==> config.mk <==
export PLATFORM = sky130hd
export DESIGN_NAME = vx_tex_addr_gen_flat
export DESIGN_NICKNAME = d
export VERILOG_FILES = /design/src/rtl/vx_tex_addr_gen_if.sv /design/src/rtl/vx_tex_addr_gen.sv /design/src/flat_wrapper.sv
export SDC_FILE = /design/constraint.sdc
export NUM_CORES = 2
export LEC_CHECK = 0
export CAP_MARGIN = 20
export CORE_MARGIN = 2
export CORE_UTILIZATION = 57
export DETAILED_ROUTE_END_ITERATION = 6
export PLACE_DENSITY_LB_ADDON = 0.1
export SLEW_MARGIN = 5
export SYNTH_ARGS = -nofsm -noshare
export SYNTH_HDL_FRONTEND = slang
export SYNTH_SLANG_ARGS = --single-unit
export TNS_END_PERCENT = 100
==> constraint.sdc <==
create_clock -name clk -period 14.5 [get_ports clk]
set_input_delay 2.9 -clock clk [delete_from_list [all_inputs] [get_ports clk]]
set_output_delay 2.9 -clock clk [all_outputs]
set_load 0.01 [all_outputs]
==> src/rtl/vx_tex_addr_gen_if.sv <==
// Request/response bundle for the texture address stage, including the stage select
// and the per-stage DCR state returned by the DCR block.
interface vx_tex_addr_gen_if #(
  parameter int unsigned NUM_LANES   = 4,
  parameter int unsigned ADDR_BITS   = 32,
  parameter int unsigned TAG_WIDTH   = 8,
  parameter int unsigned STAGE_BITS  = 2,
  parameter int unsigned LOD_BITS    = 3,
  parameter int unsigned LOD_MAX     = 5,
  parameter int unsigned FMT_BITS    = 3,
  parameter int unsigned LOGDIM_BITS = 5
);

  // logdims[0]/wraps[0] apply to u, index 1 to v.
  typedef struct packed {
    logic [ADDR_BITS-1:0]                baseaddr;
    logic [LOD_MAX:0][ADDR_BITS-1:0]     mipoff;
    logic [1:0][LOGDIM_BITS-1:0]         logdims;
    logic [1:0][1:0]                     wraps;
    logic [FMT_BITS-1:0]                 format;
  } tex_dcrs_t;

  logic                           req_valid;
  logic                           req_ready;
  logic [STAGE_BITS-1:0]          req_stage;
  logic [LOD_BITS-1:0]            req_lod;
  logic [NUM_LANES*32-1:0]        req_u;
  logic [NUM_LANES*32-1:0]        req_v;
  logic [TAG_WIDTH-1:0]           req_tag;

  logic [STAGE_BITS-1:0]          stage;
  tex_dcrs_t                      tex_dcrs;

  logic                           rsp_valid;
  logic                           rsp_ready;
  logic [NUM_LANES*ADDR_BITS-1:0] rsp_addr;
  logic [TAG_WIDTH-1:0]           rsp_tag;

  modport master (
    output req_valid, req_stage, req_lod, req_u, req_v, req_tag, tex_dcrs, rsp_ready,
    input  req_ready, stage, rsp_valid, rsp_addr, rsp_tag
  );

  modport slave (
    input  req_valid, req_stage, req_lod, req_u, req_v, req_tag, tex_dcrs, rsp_ready,
    output req_ready, stage, rsp_valid, rsp_addr, rsp_tag
  );

endinterface

==> src/rtl/vx_tex_addr_gen.sv <==
// Texture address stage: wrap modes and mip selection, producing per-lane texel byte
// addresses through an elastic 2-deep valid/ready pipeline.
module vx_tex_addr_gen #(
  parameter int unsigned NUM_LANES   = 4,
  parameter int unsigned FRAC_BITS   = 20,
  parameter int unsigned ADDR_BITS   = 32,
  parameter int unsigned TAG_WIDTH   = 8,
  parameter int unsigned STAGE_BITS  = 2,
  parameter int unsigned LOD_BITS    = 3,
  parameter int unsigned LOD_MAX     = 5,
  parameter int unsigned FMT_BITS    = 3,
  parameter int unsigned LOGDIM_BITS = 5
) (
  input logic               clk,
  input logic               reset,
  vx_tex_addr_gen_if.slave  bus
);

  localparam int unsigned LogW = $clog2(FRAC_BITS + 1);

  localparam logic [1:0] WrapRepeat = 2'd1;
  localparam logic [1:0] WrapMirror = 2'd2;

  // Wrap one coordinate to a FRAC_BITS fraction; codes 0 and 3 both clamp.
  function automatic logic [FRAC_BITS-1:0] wrap_coord(input logic [31:0] c,
                                                      input logic [1:0]  mode);
    logic [FRAC_BITS-1:0] f;
    f = c[FRAC_BITS-1:0];
    case (mode)
      WrapRepeat: return f;
      WrapMirror: return c[FRAC_BITS] ? ~f : f;
      default: begin
        if (c[31])                        return '0;
        else if (c[31:FRAC_BITS] != '0)   return '1;
        else                              return f;
      end
    endcase
  endfunction

  // Clamp the dimension to FRAC_BITS, then drop lodc levels, saturating at zero.
  function automatic logic [LogW-1:0] axis_log(input logic [LOGDIM_BITS-1:0] logdim,
                                               input logic [LOD_BITS-1:0]    lodc);
    logic [LOGDIM_BITS-1:0] ld;
    logic [LOGDIM_BITS-1:0] lx;
    ld = (logdim > LOGDIM_BITS'(FRAC_BITS)) ? LOGDIM_BITS'(FRAC_BITS) : logdim;
    lx = LOGDIM_BITS'(lodc);
    return (ld > lx) ? LogW'(ld - lx) : '0;
  endfunction

  function automatic logic [1:0] format_stride(input logic [FMT_BITS-1:0] fmt);
    case (fmt)
      FMT_BITS'(1), FMT_BITS'(2), FMT_BITS'(3), FMT_BITS'(4): return 2'd1;
      FMT_BITS'(5), FMT_BITS'(6):                             return 2'd0;
      default:                                                return 2'd2;
    endcase
  endfunction

  // S1 state
  logic                                 s1_valid_q, s1_valid_d;
  logic [TAG_WIDTH-1:0]                 s1_tag_q, s1_tag_d;
  logic [ADDR_BITS-1:0]                 s1_mbase_q, s1_mbase_d;
  logic [LogW-1:0]                      s1_logw_q, s1_logw_d;
  logic [LogW-1:0]                      s1_logh_q, s1_logh_d;
  logic [1:0]                           s1_lstride_q, s1_lstride_d;
  logic [NUM_LANES-1:0][FRAC_BITS-1:0]  s1_fu_q, s1_fu_d;
  logic [NUM_LANES-1:0][FRAC_BITS-1:0]  s1_fv_q, s1_fv_d;

  // S2 / output state
  logic                                 rsp_valid_q, rsp_valid_d;
  logic [TAG_WIDTH-1:0]                 rsp_tag_q, rsp_tag_d;
  logic [NUM_LANES*ADDR_BITS-1:0]       rsp_addr_q, rsp_addr_d;

  logic                                 s2_ready;
  logic                                 s1_advance;
  logic                                 req_ready;
  logic                                 accept;
  logic [LOD_BITS-1:0]                  lodc;
  logic [LogW-1:0]                      shift_u, shift_v;
  logic [ADDR_BITS-1:0]                 lane_x [NUM_LANES];
  logic [ADDR_BITS-1:0]                 lane_y [NUM_LANES];

  assign s2_ready   = !rsp_valid_q || bus.rsp_ready;
  assign s1_advance = s1_valid_q && s2_ready;
  assign req_ready  = !s1_valid_q || s1_advance;
  assign accept     = bus.req_valid && req_ready;

  assign bus.req_ready = req_ready;
  assign bus.stage     = bus.req_stage;
  assign bus.rsp_valid = rsp_valid_q;
  assign bus.rsp_tag   = rsp_tag_q;
  assign bus.rsp_addr  = rsp_addr_q;

  // S1: sample the DCR state of the selected stage together with the request.
  always_comb begin
    lodc = (bus.req_lod > LOD_BITS'(LOD_MAX)) ? LOD_BITS'(LOD_MAX) : bus.req_lod;

    s1_valid_d   = s1_valid_q;
    s1_tag_d     = s1_tag_q;
    s1_mbase_d   = s1_mbase_q;
    s1_logw_d    = s1_logw_q;
    s1_logh_d    = s1_logh_q;
    s1_lstride_d = s1_lstride_q;
    s1_fu_d      = s1_fu_q;
    s1_fv_d      = s1_fv_q;

    if (accept) begin
      s1_valid_d   = 1'b1;
      s1_tag_d     = bus.req_tag;
      s1_mbase_d   = bus.tex_dcrs.baseaddr + bus.tex_dcrs.mipoff[lodc];
      s1_logw_d    = axis_log(bus.tex_dcrs.logdims[0], lodc);
      s1_logh_d    = axis_log(bus.tex_dcrs.logdims[1], lodc);
      s1_lstride_d = format_stride(bus.tex_dcrs.format);
      for (int i = 0; i < NUM_LANES; i++) begin
        s1_fu_d[i] = wrap_coord(bus.req_u[i*32 +: 32], bus.tex_dcrs.wraps[0]);
        s1_fv_d[i] = wrap_coord(bus.req_v[i*32 +: 32], bus.tex_dcrs.wraps[1]);
      end
    end else if (s1_advance) begin
      s1_valid_d = 1'b0;
    end
  end

  // S2: texel coordinates from the top log2(dim) fraction bits, then the byte address.
  always_comb begin
    shift_u = LogW'(FRAC_BITS) - s1_logw_q;
    shift_v = LogW'(FRAC_BITS) - s1_logh_q;

    rsp_valid_d = s2_ready ? s1_valid_q : rsp_valid_q;
    rsp_tag_d   = rsp_tag_q;
    rsp_addr_d  = rsp_addr_q;

    for (int i = 0; i < NUM_LANES; i++) begin
      lane_x[i] = ADDR_BITS'(s1_fu_q[i] >> shift_u);
      lane_y[i] = ADDR_BITS'(s1_fv_q[i] >> shift_v);
    end

    if (s1_advance) begin
      rsp_tag_d = s1_tag_q;
      for (int i = 0; i < NUM_LANES; i++) begin
        rsp_addr_d[i*ADDR_BITS +: ADDR_BITS] =
          s1_mbase_q + (((lane_y[i] << s1_logw_q) + lane_x[i]) << s1_lstride_q);
      end
    end
  end

  always_ff @(posedge clk) begin
    if (!reset) begin
      s1_valid_q   <= 1'b0;
      s1_tag_q     <= '0;
      s1_mbase_q   <= '0;
      s1_logw_q    <= '0;
      s1_logh_q    <= '0;
      s1_lstride_q <= '0;
      s1_fu_q      <= '0;
      s1_fv_q      <= '0;
      rsp_valid_q  <= 1'b0;
      rsp_tag_q    <= '0;
      rsp_addr_q   <= '0;
    end else begin
      s1_valid_q   <= s1_valid_d;
      s1_tag_q     <= s1_tag_d;
      s1_mbase_q   <= s1_mbase_d;
      s1_logw_q    <= s1_logw_d;
      s1_logh_q    <= s1_logh_d;
      s1_lstride_q <= s1_lstride_d;
      s1_fu_q      <= s1_fu_d;
      s1_fv_q      <= s1_fv_d;
      rsp_valid_q  <= rsp_valid_d;
      rsp_tag_q    <= rsp_tag_d;
      rsp_addr_q   <= rsp_addr_d;
    end
  end

endmodule
==> src/flat_wrapper.sv <==
// flat-port wrapper written by rule: the top's interface ports become plain ports
module vx_tex_addr_gen_flat 
#(
  parameter int unsigned NUM_LANES   = 4,
  parameter int unsigned FRAC_BITS   = 20,
  parameter int unsigned ADDR_BITS   = 32,
  parameter int unsigned TAG_WIDTH   = 8,
  parameter int unsigned STAGE_BITS  = 2,
  parameter int unsigned LOD_BITS    = 3,
  parameter int unsigned LOD_MAX     = 5,
  parameter int unsigned FMT_BITS    = 3,
  parameter int unsigned LOGDIM_BITS = 5
)
  (clk, reset, bus_req_valid, bus_req_stage, bus_req_lod, bus_req_u, bus_req_v, bus_req_tag, bus_tex_dcrs, bus_rsp_ready, bus_req_ready, bus_stage, bus_rsp_valid, bus_rsp_addr, bus_rsp_tag);
  vx_tex_addr_gen_if #(.NUM_LANES(NUM_LANES), .ADDR_BITS(ADDR_BITS), .TAG_WIDTH(TAG_WIDTH), .STAGE_BITS(STAGE_BITS), .LOD_BITS(LOD_BITS), .LOD_MAX(LOD_MAX), .FMT_BITS(FMT_BITS), .LOGDIM_BITS(LOGDIM_BITS)) bus_i ();
  input logic clk;
  input logic reset;
  input wire logic [$bits(bus_i.req_valid)-1:0] bus_req_valid;
  input wire logic [$bits(bus_i.req_stage)-1:0] bus_req_stage;
  input wire logic [$bits(bus_i.req_lod)-1:0] bus_req_lod;
  input wire logic [$bits(bus_i.req_u)-1:0] bus_req_u;
  input wire logic [$bits(bus_i.req_v)-1:0] bus_req_v;
  input wire logic [$bits(bus_i.req_tag)-1:0] bus_req_tag;
  input wire logic [$bits(bus_i.tex_dcrs)-1:0] bus_tex_dcrs;
  input wire logic [$bits(bus_i.rsp_ready)-1:0] bus_rsp_ready;
  output wire logic [$bits(bus_i.req_ready)-1:0] bus_req_ready;
  output wire logic [$bits(bus_i.stage)-1:0] bus_stage;
  output wire logic [$bits(bus_i.rsp_valid)-1:0] bus_rsp_valid;
  output wire logic [$bits(bus_i.rsp_addr)-1:0] bus_rsp_addr;
  output wire logic [$bits(bus_i.rsp_tag)-1:0] bus_rsp_tag;
  assign bus_i.req_valid = bus_req_valid;
  assign bus_i.req_stage = bus_req_stage;
  assign bus_i.req_lod = bus_req_lod;
  assign bus_i.req_u = bus_req_u;
  assign bus_i.req_v = bus_req_v;
  assign bus_i.req_tag = bus_req_tag;
  assign bus_i.tex_dcrs = bus_tex_dcrs;
  assign bus_i.rsp_ready = bus_rsp_ready;
  assign bus_req_ready = bus_i.req_ready;
  assign bus_stage = bus_i.stage;
  assign bus_rsp_valid = bus_i.rsp_valid;
  assign bus_rsp_addr = bus_i.rsp_addr;
  assign bus_rsp_tag = bus_i.rsp_tag;
  vx_tex_addr_gen #(.NUM_LANES(NUM_LANES), .FRAC_BITS(FRAC_BITS), .ADDR_BITS(ADDR_BITS), .TAG_WIDTH(TAG_WIDTH), .STAGE_BITS(STAGE_BITS), .LOD_BITS(LOD_BITS), .LOD_MAX(LOD_MAX), .FMT_BITS(FMT_BITS), .LOGDIM_BITS(LOGDIM_BITS)) u_core (.clk(clk), .reset(reset), .bus(bus_i));
endmodule
# Word level (Yosys, flattened, before mapping)
# Cells that the tools add are included.
# W data, S select, Z words.
totals:
  reg_bits: 350
  in_bits: 514
  out_inout_bits: 140
op_classes:
  n_addsub: 13
  magnitude_cmp: 6
  eq_ne: 10
  shift: 16
  mux: 42
  bitwise_logic: 8
  n_reduce_logical: 17
op_table:
  columns: ["cell", "count"]
  rows:
  - ["$mux W20", 24]
  - ["$pmux W20 S2", 8]
  - ["$add A32 B32 Y32", 9]
  - ["$shr A20 B5 Y32", 8]
  - ["$not A20 Y20", 8]
  - ["$shl A32 B2 Y32", 4]
  - ["$shl A32 B5 Y32", 4]
  - ["$bmux W32 S3", 1]
  - ["$reduce_bool A12 Y1", 8]
  - ["$mux W32", 1]
  - ["$mux W5", 4]
  - ["$gt A5 B3 Y1", 2]
  - ["$gt A5 B5 Y1 const B", 2]
  - ["$sub A5 B3 Y5", 2]
  - ["$sub A5 B5 Y5 const A", 2]
  - ["$eq A3 B3 Y1 const B", 3]
  - ["$eq A3 B2 Y1 const B", 2]
  - ["$eq A2 B1 Y1 const B", 2]
  - ["$eq A2 B2 Y1 const B", 2]
  - ["$lt A3 B4 Y1 const B", 1]
  - ["$pmux W2 S2", 1]
  - ["$reduce_or A4 Y1", 1]
  - ["$eq A3 B1 Y1 const B", 1]
  - ["$gt A3 B3 Y1 const B", 1]
  - ["other kinds (7)", 11]

# Longest topological paths before layout
depth:
  ltp_word: 6
  ltp_mapped: 50
  ltp_nobuf: 38

# Worst setup path after synthesis
# OpenSTA, ideal clock, no wires.
synth_path:
  path_type: "register to register"
  start: "reg u_core.s1_logw_q[1]"
  end: "reg u_core.rsp_addr_q[127] (netlist: u_core.bus.rsp_addr[127])"
  arrival_ns: 10.084
  path_slack_ns: 4.284
  path_stages_with_launch: 50
  path_buffers: 12
  period_less_slack_ns: 10.216
  cell_sequence: "dfxtp_1 -> clkbuf_1 -> inv_1 -> clkbuf_1 -> clkbuf_1 -> clkbuf_1 -> clkbuf_1 -> buf_1 -> clkbuf_1 -> clkbuf_1 -> ha_1 -> clkbuf_1 -> buf_1 -> clkbuf_1 -> mux2i_1 -> nand2_1 -> o21ai_0 -> o21ai_0 -> [... 14 more ...] -> a21oi_1 -> a311oi_1 -> a21oi_1 -> a21oi_1 -> mux2i_1 -> ha_1 -> a21oi_1 -> nor2b_1 -> o21ai_0 -> o21a_1 -> o31ai_1 -> or4_1 -> a41o_1 -> a31o_2 -> a21oi_1 -> xnor2_1 -> xnor2_1 -> a21oi_1"
synth_via:
  elab_chain_cells: 5
synth_rtl:
  columns: ["element", "line", "rtl"]
  rows:
  - ["start: declaration", "vx_tex_addr_gen.sv:62", "logic [LogW-1:0] s1_logw_q, s1_logw_d;"]
  - ["start signal: assignment", "vx_tex_addr_gen.sv:162", "s1_logw_q <= s1_logw_d;"]
  - ["$sub A5 B5 Y5", "vx_tex_addr_gen.sv:124", "shift_u = LogW'(FRAC_BITS) - s1_logw_q;"]
  - ["$shr A20 B5 Y32", "vx_tex_addr_gen.sv:132", "lane_x[i] = ADDR_BITS'(s1_fu_q[i] >> shift_u);"]
  - ["$add A32 B32 Y32 *", "vx_tex_addr_gen.sv:140", "s1_mbase_q + (((lane_y[i] << s1_logw_q) + lane_x[i]) << s1_lstride_q);"]
  - ["$shl A32 B2 Y32 *", "vx_tex_addr_gen.sv:140", null]
  - ["$add A32 B32 Y32 *", "vx_tex_addr_gen.sv:140", null]
  - ["end signal: assignment", "vx_tex_addr_gen.sv:169", "rsp_addr_q <= rsp_addr_d;"]
  - ["end: declaration", "vx_tex_addr_gen.sv:71", "logic [NUM_LANES*ADDR_BITS-1:0] rsp_addr_q, rsp_addr_d;"]
# Mark *: on every way between the ends. The rest lies on a longest branch, timed or not.
# A chain may end at the register's enable or synchronous reset.

# Worst setup path in the final report
layout_path:
  start: "reg u_core.s1_logh_q[0]"
  end: "reg u_core.rsp_addr_q[63] (netlist: u_core.bus.rsp_addr[63])"
layout_via:
  elab_chain_cells: 6
layout_rtl:
  columns: ["element", "line", "rtl"]
  rows:
  - ["start: declaration", "vx_tex_addr_gen.sv:63", "logic [LogW-1:0] s1_logh_q, s1_logh_d;"]
  - ["start signal: assignment", "vx_tex_addr_gen.sv:163", "s1_logh_q <= s1_logh_d;"]
  - ["$sub A5 B5 Y5", "vx_tex_addr_gen.sv:125", "shift_v = LogW'(FRAC_BITS) - s1_logh_q;"]
  - ["$shr A20 B5 Y32", "vx_tex_addr_gen.sv:133", "lane_y[i] = ADDR_BITS'(s1_fv_q[i] >> shift_v);"]
  - ["$shl A32 B5 Y32", "vx_tex_addr_gen.sv:140", null]
  - ["$add A32 B32 Y32", "vx_tex_addr_gen.sv:140", null]
  - ["$shl A32 B2 Y32", "vx_tex_addr_gen.sv:140", null]
  - ["$add A32 B32 Y32", "vx_tex_addr_gen.sv:140", null]
# Every way passes these cells.

==> flow_metrics.env <==
export IMPL_postLayoutCellArea_sq_um=54200
export IMPL_rsz0062_at_grt="false"
export IMPL_viasPerCell=6.94
export IMPL_cts_tree="yes"
export IMPL_cts_setup_buffers=0
export IMPL_synth_seq_cells=350
export IMPL_worstPathMaxFanout=67
export IMPL_status="complete, but fails checks"
export IMPL_synth_nets=7296
export IMPL_critPathBufInv=2
export IMPL_fin_crit_ns=10.81
export IMPL_syn_inst=6508
export IMPL_cellPowerDensity_nw_per_um2=93.0
export IMPL_reg2reg_from="u_core.s1_logh_q[0]"
export IMPL_vias=54700
export IMPL_critPathLaunchType="flip-flop"
export IMPL_crit_arrival_ns=11.25
export IMPL_overflow=0
export IMPL_clock_path_buffers=3
export IMPL_place_port_buffers=649
export IMPL_setup_viol=0
export IMPL_syn_to_final_growth_pct=17.2
export IMPL_ios=654
export IMPL_ctsHoldBuffers=0
export IMPL_grt_pass1_vias=50300
export IMPL_clock_skew_ns=0.0316
export IMPL_crit_path_max_incr_delay_ns=0.70
export IMPL_yosys_warnings=0
export IMPL_min_to="u_core.bus.rsp_addr[41]"
export IMPL_wl_per_cell_microns=26.3
export IMPL_grt_max_degree=161
export IMPL_synth_top_flop_cell="dfxtp_1"
export IMPL_synth_edf_count=0
export IMPL_die_height_microns=289
export IMPL_synth_distinct_cells=121
export IMPL_setup_tns_ns=0
export IMPL_core_area_sq_um=80400
export IMPL_timing_fmax_ghz=0.0925
export IMPL_async_flop_share=0
export IMPL_period_share=0.746
export IMPL_ff2ff_path_depth=36
export IMPL_track_usage=0.474
export IMPL_syn_avg_cell_area_sq_um=7.11
export IMPL_hold_viol_final=0
export IMPL_clk_pin_slew_ns=0.07
export IMPL_drc_errors=7
export IMPL_cts_htree_levels=2
export IMPL_ant_nets=0
export IMPL_grt_antenna_before_repair=29
export IMPL_nNetsFinal=7555
export IMPL_numCtsBuffers=40
export IMPL_start_util=0.576
export IMPL_cp_top_family="compound AO/OA/AOI/OAI gates"
export IMPL_crit_path_end_kind="flip-flop"
export IMPL_slew_viol_final=0
export IMPL_placed_area_sq_um=52800
export IMPL_r2r_slack_ns=3.69
export IMPL_max_slew_margin_rel=0.114
export IMPL_maxCapViolations=0
export IMPL_grt_first_pass_wirelength_microns=305000
export IMPL_worstSetupPathType="flip-flop to flip-flop"
export IMPL_post_cts_resized=0
export IMPL_ys_seq_area_frac=0.151
export IMPL_first_pass_iters=7
export IMPL_clkSinkCount=350
export IMPL_drive_above_1_share=0.0669
export IMPL_critPathRequiredTime_ns=14.94
export IMPL_peakVddDrop_mv=0.0735
export IMPL_critPathSlowestCell="buf_4"
export IMPL_worstMarginPinSlew_ns=1.32
export IMPL_dp_hpwl_microns=161000
export IMPL_drtIter0Drc=7116
export IMPL_rows=104
export IMPL_die_area_sq_um=83500
export IMPL_clkLatencyLatePin_ns=0.60
export IMPL_netlist_area_sq_um=46300
export IMPL_cts_root_buf="clkbuf_16"
export IMPL_min_delay_start="u_core.bus.rsp_addr[41]"
export IMPL_hold_class="flip-flop to flip-flop"
export IMPL_leakagePower_nw=21.0
export IMPL_hold_depth=2
export IMPL_die_w_microns=289
export IMPL_failed_checks="design-rule violations"
export IMPL_reg2reg_to="u_core.bus.rsp_addr[63]"
export IMPL_drt_total_wl_microns=208000
export IMPL_gp_congestion=1.11
-- how the worst max path moves through the flow --
stage,start,end,slack [ns],cells after the start
detailed placement,u_core.s1_logh_q[0],u_core.bus.rsp_addr[61],4.06,36
floorplan,u_core.s1_logw_q[1],u_core.bus.rsp_addr[127],4.28,49
CTS,u_core.s1_logh_q[0],u_core.bus.rsp_addr[63],3.99,36
global placement,u_core.s1_logh_q[0],u_core.bus.rsp_addr[61],4.23,36
finish,u_core.s1_logh_q[0],u_core.bus.rsp_addr[63],3.69,36
global route,u_core.s1_logh_q[0],u_core.bus.rsp_addr[63],2.97,37
-- layer usage --
layer,wire (microns),vias to the layer above,part of all wire,GRT usage
met5,88,-,0.00042,0
met4,17100,14,0.082,0.325
met3,25100,896,0.12,0.135
met2,91100,3644,0.44,0.745
met1,74200,25600,0.36,0.560
li1,-,24600,-,-
-- flip-flops by register name, summed over array words and instances (netlist names) --
| register | flops |
|---|---|
| u_core.s1_logw_q | 5 |
| u_core.bus.rsp_valid | 1 |
| u_core.s1_fv_q | 80 |
| u_core.bus.rsp_tag | 8 |
| u_core.s1_logh_q | 5 |
| u_core.s1_mbase_q | 32 |
| u_core.s1_lstride_q | 2 |
| u_core.s1_fu_q | 80 |
| u_core.s1_tag_q | 8 |
| u_core.bus.rsp_addr | 128 |
| u_core.s1_valid_q | 1 |
-- area by class of cell --
type	count	area [sq um]
Clock inverter	20	249
Fill cell	6820	26200
Sequential cell	350	7030
Multi-Input combinational cell	5563	37000
Timing Repair Buffer	722	7060
Antenna cell	25	62.6
Clock buffer	54	1160
Tap cell	1060	1330
Inverter	90	348
-- cells in the mapped netlist, types with 15 or more instances --
| master | count | area [sq um] |
|---|---|---|
| a211o_1 | 17 | 149 |
| a211oi_1 | 103 | 773 |
| a21o_1 | 110 | 826 |
| a21oi_1 | 659 | 3300 |
| a22oi_1 | 32 | 240 |
| a311oi_1 | 15 | 131 |
| a31oi_1 | 54 | 338 |
| a32oi_1 | 29 | 254 |
| and2_1 | 62 | 388 |
| and3_1 | 37 | 231 |
| buf_1 | 74 | 278 |
| buf_2 | 35 | 175 |
| buf_4 | 17 | 128 |
| clkbuf_1 | 367 | 1380 |
| dfxtp_1 | 350 | 7010 |
| ha_1 | 263 | 3290 |
| inv_1 | 86 | 323 |
| mux2_2 | 77 | 867 |
| mux2i_1 | 263 | 2630 |
| mux4_1 | 26 | 683 |
| mux4_2 | 114 | 2570 |
| nand2_1 | 1013 | 3800 |
| nand2b_1 | 47 | 294 |
| nand3_1 | 136 | 681 |
| nand4_1 | 17 | 106 |
| nor2_1 | 659 | 2470 |
| nor2b_1 | 61 | 382 |
| nor3_1 | 104 | 521 |
| nor4_1 | 41 | 257 |
| o211ai_1 | 220 | 1650 |
| o21a_1 | 54 | 405 |
| o21ai_0 | 597 | 2990 |
| o21bai_1 | 15 | 113 |
| o221ai_1 | 22 | 193 |
| o22a_1 | 19 | 166 |
| o22ai_1 | 69 | 432 |
| o2bb2ai_1 | 17 | 149 |
| o31ai_1 | 23 | 173 |
| or2_2 | 21 | 131 |
| or3_1 | 35 | 219 |
| xnor2_1 | 151 | 1320 |
| xor2_1 | 72 | 631 |
-- layout by cell type, fill, tap and decap left out, types with 26 or more instances in the layout --
| cell | count |
|---|---|
| a32oi_1 | 29 |
| nor3_1 | 104 |
| mux2i_1 | 263 |
| nand3_1 | 136 |
| mux4_2 | 114 |
| and2_1 | 61 |
| buf_4 | 71 |
| nand2_1 | 1012 |
| xnor2_1 | 147 |
| mux2_2 | 77 |
| a22oi_1 | 32 |
| and3_1 | 37 |
| o211ai_1 | 220 |
| o21ai_0 | 597 |
| nor2b_1 | 60 |
| a21o_1 | 110 |
| nor2_1 | 655 |
| dfxtp_1 | 342 |
| clkbuf_16 | 43 |
| or3_1 | 35 |
| a31oi_1 | 54 |
| mux4_1 | 26 |
| nor4_1 | 40 |
| a21oi_1 | 658 |
| nand2b_1 | 46 |
| clkdlybuf4s50_1 | 647 |
| a211oi_1 | 103 |
| o22ai_1 | 69 |
| inv_1 | 81 |
| ha_1 | 259 |
| xor2_1 | 70 |
| o21a_1 | 54 |
-- report_power, final --
part | internal [mW] | switching [mW] | total [mW]
Combinational | 1.06 | 1.68 | 2.74
Sequential | 1.05 | 0.149 | 1.20
Clock | 0.639 | 0.464 | 1.10
Total | 2.75 | 2.29 | 5.04
-- metrics by stage --
stage	hold WS [ns]	setup WS, ns	util	total power, mW	cells
after floorplan	0.432	4.28	-	2.92	6508
after global placement	0.437	4.23	0.656	3.78	7785
after detailed placement	0.445	4.06	0.656	3.82	7785
after CTS	0.452	3.99	0.674	4.93	7859
after global routing	0.469	2.97	0.674	5.25	7874
final	0.452	3.69	0.674	5.04	7884
-- tightest hold or removal path, delay by kind of cell (launching register included) --
family / cells / cell delay, ns
AOI/OAI and AO/OA: 1 / 0.05
DFF: 1 / 0.31
and+or+nand+nor: 1 / 0.05
-- logic make-up (layout without fill, tap and decap cells) --
logic type / Yosys count / after routing / synth area share
fa+ha+maj: 274 / 274 / 0.0759
other cells: 0 / 25 / 0
compound gates: 2274 / 2274 / 0.310
flops: 350 / 350 / 0.151
simple gates: 2306 / 2306 / 0.219
mux: 484 / 484 / 0.147
buf+inv: 595 / 886 / 0.0534
xor+xnor: 225 / 225 / 0.0431
Power figures use the tool's default switching activity.
